<file path="config.mk">
export PLATFORM = sky130hd
export DESIGN_NAME = mem_dma_copy
export DESIGN_NICKNAME = d
export VERILOG_FILES = /design/src/rtl/mem_dma_copy.sv
export SDC_FILE = /design/constraint.sdc
export NUM_CORES = 1
export LEC_CHECK = 0
export ABC_AREA = 0
export BUFFER_PORTS_ARGS = -buffer_cell sky130_fd_sc_hd__clkbuf_2
export CELL_PAD_IN_SITES_DETAIL_PLACEMENT = 1
export CELL_PAD_IN_SITES_GLOBAL_PLACEMENT = 1
export CORE_MARGIN = 2
export CORE_UTILIZATION = 37
export CTS_CLUSTER_DIAMETER = 150
export DETAILED_ROUTE_END_ITERATION = 7
export PLACE_DENSITY_LB_ADDON = 0.1
export SYNTH_ARGS = -nofsm -noshare
export SYNTH_HDL_FRONTEND = slang
export SYNTH_SLANG_ARGS = --single-unit
export TNS_END_PERCENT = 30
</file>
<file path="constraint.sdc">
create_clock -name clock -period 6.1 [get_ports clock]
set_input_delay 1.83 -clock clock [delete_from_list [all_inputs] [get_ports clock]]
set_output_delay 1.83 -clock clock [all_outputs]
set_load 0.05 [all_outputs]
</file>
<file path="src/rtl/mem_dma_copy.sv">
// Word-granular memory copy engine: one read cycle then one write cycle per word.
// Drives a single-port RAM with byte-write mask and combinational read data.
module mem_dma_copy #(
    parameter int MEMORY_BUS_WIDTH = 32,
    parameter int ADDR_WIDTH       = 32,
    parameter int LEN_WIDTH        = 16
) (
    input  logic                        clock,
    input  logic                        reset,
    input  logic                        start_in,
    input  logic                        abort_in,
    input  logic [ADDR_WIDTH-1:0]       src_in,
    input  logic [ADDR_WIDTH-1:0]       dst_in,
    input  logic [LEN_WIDTH-1:0]        len_in,
    output logic                        busy_out,
    output logic                        done_out,
    output logic                        error_out,
    output logic                        aborted_out,
    output logic [LEN_WIDTH-1:0]        count_out,
    output logic                        mem_enable_out,
    output logic [3:0]                  mem_wb_out,
    output logic [ADDR_WIDTH-1:0]       mem_addr_out,
    output logic [MEMORY_BUS_WIDTH-1:0] mem_data_out,
    input  logic [MEMORY_BUS_WIDTH-1:0] mem_data_in
);

    typedef enum logic [1:0] {IDLE, READ, WRITE, DONE} state_t;

    state_t                  state_q, state_d;
    logic [ADDR_WIDTH-1:0]   src_q, src_d;
    logic [ADDR_WIDTH-1:0]   dst_q, dst_d;
    logic [LEN_WIDTH-1:0]    rem_q, rem_d;
    logic [LEN_WIDTH-1:0]    count_q, count_d;
    logic                    busy_q, busy_d;
    logic                    done_q, done_d;
    logic                    error_q, error_d;
    logic                    aborted_q, aborted_d;
    logic                    en_q, en_d;
    logic [3:0]              wb_q, wb_d;
    logic [ADDR_WIDTH-1:0]   addr_q, addr_d;
    logic [MEMORY_BUS_WIDTH-1:0] data_q, data_d;
    logic [MEMORY_BUS_WIDTH-1:0] rd_rev;

    // Responder reads little-endian but writes data[31:24] to the lowest byte.
    assign rd_rev = {mem_data_in[7:0], mem_data_in[15:8],
                     mem_data_in[23:16], mem_data_in[31:24]};

    always_comb begin
        state_d   = state_q;
        src_d     = src_q;
        dst_d     = dst_q;
        rem_d     = rem_q;
        count_d   = count_q;
        done_d    = 1'b0;
        error_d   = 1'b0;
        aborted_d = 1'b0;
        en_d      = 1'b0;
        wb_d      = 4'b0000;
        addr_d    = '0;
        data_d    = '0;
        unique case (state_q)
            IDLE: begin
                if (start_in) begin
                    if ((src_in[1:0] != 2'b00) || (dst_in[1:0] != 2'b00)) begin
                        error_d = 1'b1;
                    end else if (len_in == '0) begin
                        state_d = DONE;
                        count_d = '0;
                        done_d  = 1'b1;
                    end else begin
                        src_d   = src_in;
                        dst_d   = dst_in;
                        rem_d   = len_in;
                        count_d = '0;
                        state_d = READ;
                        en_d    = 1'b1;
                        addr_d  = src_in;
                    end
                end
            end
            READ: begin
                src_d = src_q + ADDR_WIDTH'(4);
                if (abort_in) begin
                    state_d   = IDLE;
                    aborted_d = 1'b1;
                end else begin
                    state_d = WRITE;
                    en_d    = 1'b1;
                    wb_d    = 4'b1111;
                    addr_d  = dst_q;
                    data_d  = rd_rev;
                end
            end
            WRITE: begin
                dst_d   = dst_q + ADDR_WIDTH'(4);
                count_d = count_q + LEN_WIDTH'(1);
                rem_d   = rem_q - LEN_WIDTH'(1);
                if (abort_in) begin
                    state_d   = IDLE;
                    aborted_d = 1'b1;
                end else if (rem_q == LEN_WIDTH'(1)) begin
                    state_d = DONE;
                    done_d  = 1'b1;
                end else begin
                    state_d = READ;
                    en_d    = 1'b1;
                    addr_d  = src_q;
                end
            end
            DONE: begin
                state_d = IDLE;
            end
            default: begin
                state_d = IDLE;
            end
        endcase
        busy_d = (state_d == READ) || (state_d == WRITE);
    end

    always_ff @(posedge clock or posedge reset) begin
        if (reset) begin
            state_q   <= IDLE;
            src_q     <= '0;
            dst_q     <= '0;
            rem_q     <= '0;
            count_q   <= '0;
            busy_q    <= 1'b0;
            done_q    <= 1'b0;
            error_q   <= 1'b0;
            aborted_q <= 1'b0;
            en_q      <= 1'b0;
            wb_q      <= 4'b0000;
            addr_q    <= '0;
            data_q    <= '0;
        end else begin
            state_q   <= state_d;
            src_q     <= src_d;
            dst_q     <= dst_d;
            rem_q     <= rem_d;
            count_q   <= count_d;
            busy_q    <= busy_d;
            done_q    <= done_d;
            error_q   <= error_d;
            aborted_q <= aborted_d;
            en_q      <= en_d;
            wb_q      <= wb_d;
            addr_q    <= addr_d;
            data_q    <= data_d;
        end
    end

    assign busy_out       = busy_q;
    assign done_out       = done_q;
    assign error_out      = error_q;
    assign aborted_out    = aborted_q;
    assign count_out      = count_q;
    assign mem_enable_out = en_q;
    assign mem_wb_out     = wb_q;
    assign mem_addr_out   = addr_q;
    assign mem_data_out   = data_q;

endmodule

</file>
==> results.yml <==
route:
  num_vias: 8653
  ant_nets: 0
  routed_wirelength_um: 31500
  avgRoutedWirePerCell_um: 21.5
  remaining_drc_errors: 0
  first_pass_iters: 6
  via_per_inst: 5.89
  drt_iter0_drc: 717
timing:
  min_period_ps: 4090
  fin_crit_sh: 0.670
  fmax_ghz: 0.245
  layout_setup_ws_ps: 2010
  final-setup-viol-count: 0
  rsz0062_at_grt: "false"
  slew_violations: 0
  max_slew_margin: 0.315
  whs_ps: 499
  skew_ps: 17.0
  final_hold_viol_count: 0
  fin_setup_tns_ps: 0
  tightest_slew_ps: 1030
placement:
  io_buffers: 204
  place_congestion: 0.806
  post-dp-hpwl_um: 21800
  dp_cells: 1435
  placed_area_mm2: 0.0103
  dp_slack_ps: 1540
grt:
  grt_max_degree: 89
  antenna_found_initial: 2
  grt_use_total: 0.246
  grt-ovfl-total: 0
  grt_pass1_vias: 8589
  grt_pass1_wl_um: 50000
critical_path:
  crit_path_end_kind: "register"
  worstPathRequired_ps: 6420
  path_max_fanout: 25
  r2r_setup_slack_ps: 2190
  cp.arrival_ps: 4410
  critPathKind: "primary input to register"
  startpoint_type: "primary input"
synthesis:
  synth_seq_cells: 168
  synthTopCellsByCount: "dfrtp_1 (168), nor2_1 (93), a21oi_1 (56)"
  syn-cell-area_mm2: 0.00908
  synth-edff-count: 0
  ys_types: 76
  ys_seq_area_frac: 0.463
  yosysWarnings: 0
  synth_top_area_frac: 0.463
  yosysMostFrequentCell: "dfrtp_1"
  avgSynthCellArea_um2: 9.34
  synth_top_cell_by_area: "dfrtp_1"
  synth_ff_type: "dfrtp_1"
  synth_nets: 1099
  synthTopCellsByArea: "dfrtp_1 (46%), nor2_1 (3.8%), a222oi_1 (3.3%)"
  syn-instance-count: 973
  async_flop_share: 1.00
run:
  drv_cap: 0
cells_and_area:
  drive_gt1_frac: 0.250
  fin_util: 0.452
  fill_cells: 2802
  multiInputGateArea_mm2: 0.00453
  fin_cells: 1468
  ff_latch_area_mm2: 0.00420
  fin_nets: 1256
  areaGrowthSynthToFinish_pct: 20.3
  fin_area_mm2: 0.0109
cts:
  cts_root_buf: "clkbuf_16"
  cts_tree: "yes"
  cts.sinks: 168
  path_clk_slew_ps: 70
  cts_setup_buffers: 0
  clock_path_buffers: 2
  clock_latency_ps: 440
  cts_buffers: 17
  cts_hold_buf: 0
  htree_levels: 4
  ctsResizeCount: 0
floorplan:
  rows: 57
  core_area_mm2: 0.0242
  die_y_um: 161
  pin_count: 205
  die_w_um: 161
  start_util: 0.376
  die-area_mm2: 0.0258
power:
  power.leakage_nw: 4.89
  finalPower_mw: 5.15
  peakVddDrop_v: 0.000245
  p_per_area_mw_per_mm2: 471
worst_hold_path:
  hold_path.class: "register to register"
status:
  run_status: "finished, final reports clean"
-- path summary, 6_finish.rpt --
kind	start	to	cells after the start
setup / recovery	src_in[0]	src_q[7]	6
hold / removal	dst_q[1]	dst_q[1]	1
setup reg to reg	state_q[1]	mem_addr_out[23]	8
hold reg to reg	dst_q[1]	dst_q[1]	1
max in group asynchronous	reset	src_q[9]	3
min in group asynchronous	reset	count_out[4]	2
-- sequential cells by signal (all words and copies together) (netlist names), 2 cells and up --
name          flops
count_out        16
dst_q            32
mem_addr_out     32
mem_data_out     32
rem_q            16
src_q            32
state_q           2
-- power breakdown --
group	switching (mW)	internal [mW]	total, mW	leakage, nW
clock	0.546	0.547	1.09	0.276
sequential	0.483	1.46	1.94	2.14
combinational	1.43	0.690	2.11	2.47
total	2.45	2.70	5.15	4.89
-- layer usage --
metal	GRT usage	up-vias	wire length (um)
met5	0	-	14
met4	0.0649	2	543
met3	0.0380	40	1690
met2	0.413	271	15300
met1	0.336	4350	13900
li1	-	3990	-
-- critical path, cell delays in order --
cell	delay [ps]
clkbuf_2	120
nor4_4	380
nand3_2	580
o21ai_2	1050
a21oi_1	160
o221a_2	270
-- area by class of cell --
cell class / instances / area share
inverter: 16 / 0.00584
clock inverter: 15 / 0.0147
multi-input combinational: 709 / 0.414
sequential: 168 / 0.385
antenna: 1 / 0.000229
timing repair buffer: 218 / 0.104
tap: 324 / 0.0371
clock buffer: 17 / 0.0389
-- cell usage in the layout (no fill, tap or decap), types with 18 or more instances in the layout --
master / netlist / final
nor2_1: 93 / 92
nand2_1: 55 / 55
a21oi_1: 56 / 56
o21ai_0: 40 / 40
nor4_1: 25 / 25
dfrtp_1: 168 / 168
clkbuf_2: 2 / 204
nand4_1: 28 / 28
nor3_1: 31 / 31
and2_1: 40 / 40
and3_1: 22 / 22
nand3_1: 48 / 48
o22ai_1: 18 / 18
a222oi_1: 30 / 30
-- kinds of logic after synthesis --
group	after synthesis	share of synthesized area
xor gates and xnor gates	13	0.0125
AOI/OAI and AO/OA	265	0.205
buffers and inverters	96	0.0439
DFF	168	0.463
adders and majority gates	10	0.0138
and+or+nand+nor	406	0.245
muxes	15	0.0168
Power figures use the tool's default switching activity.
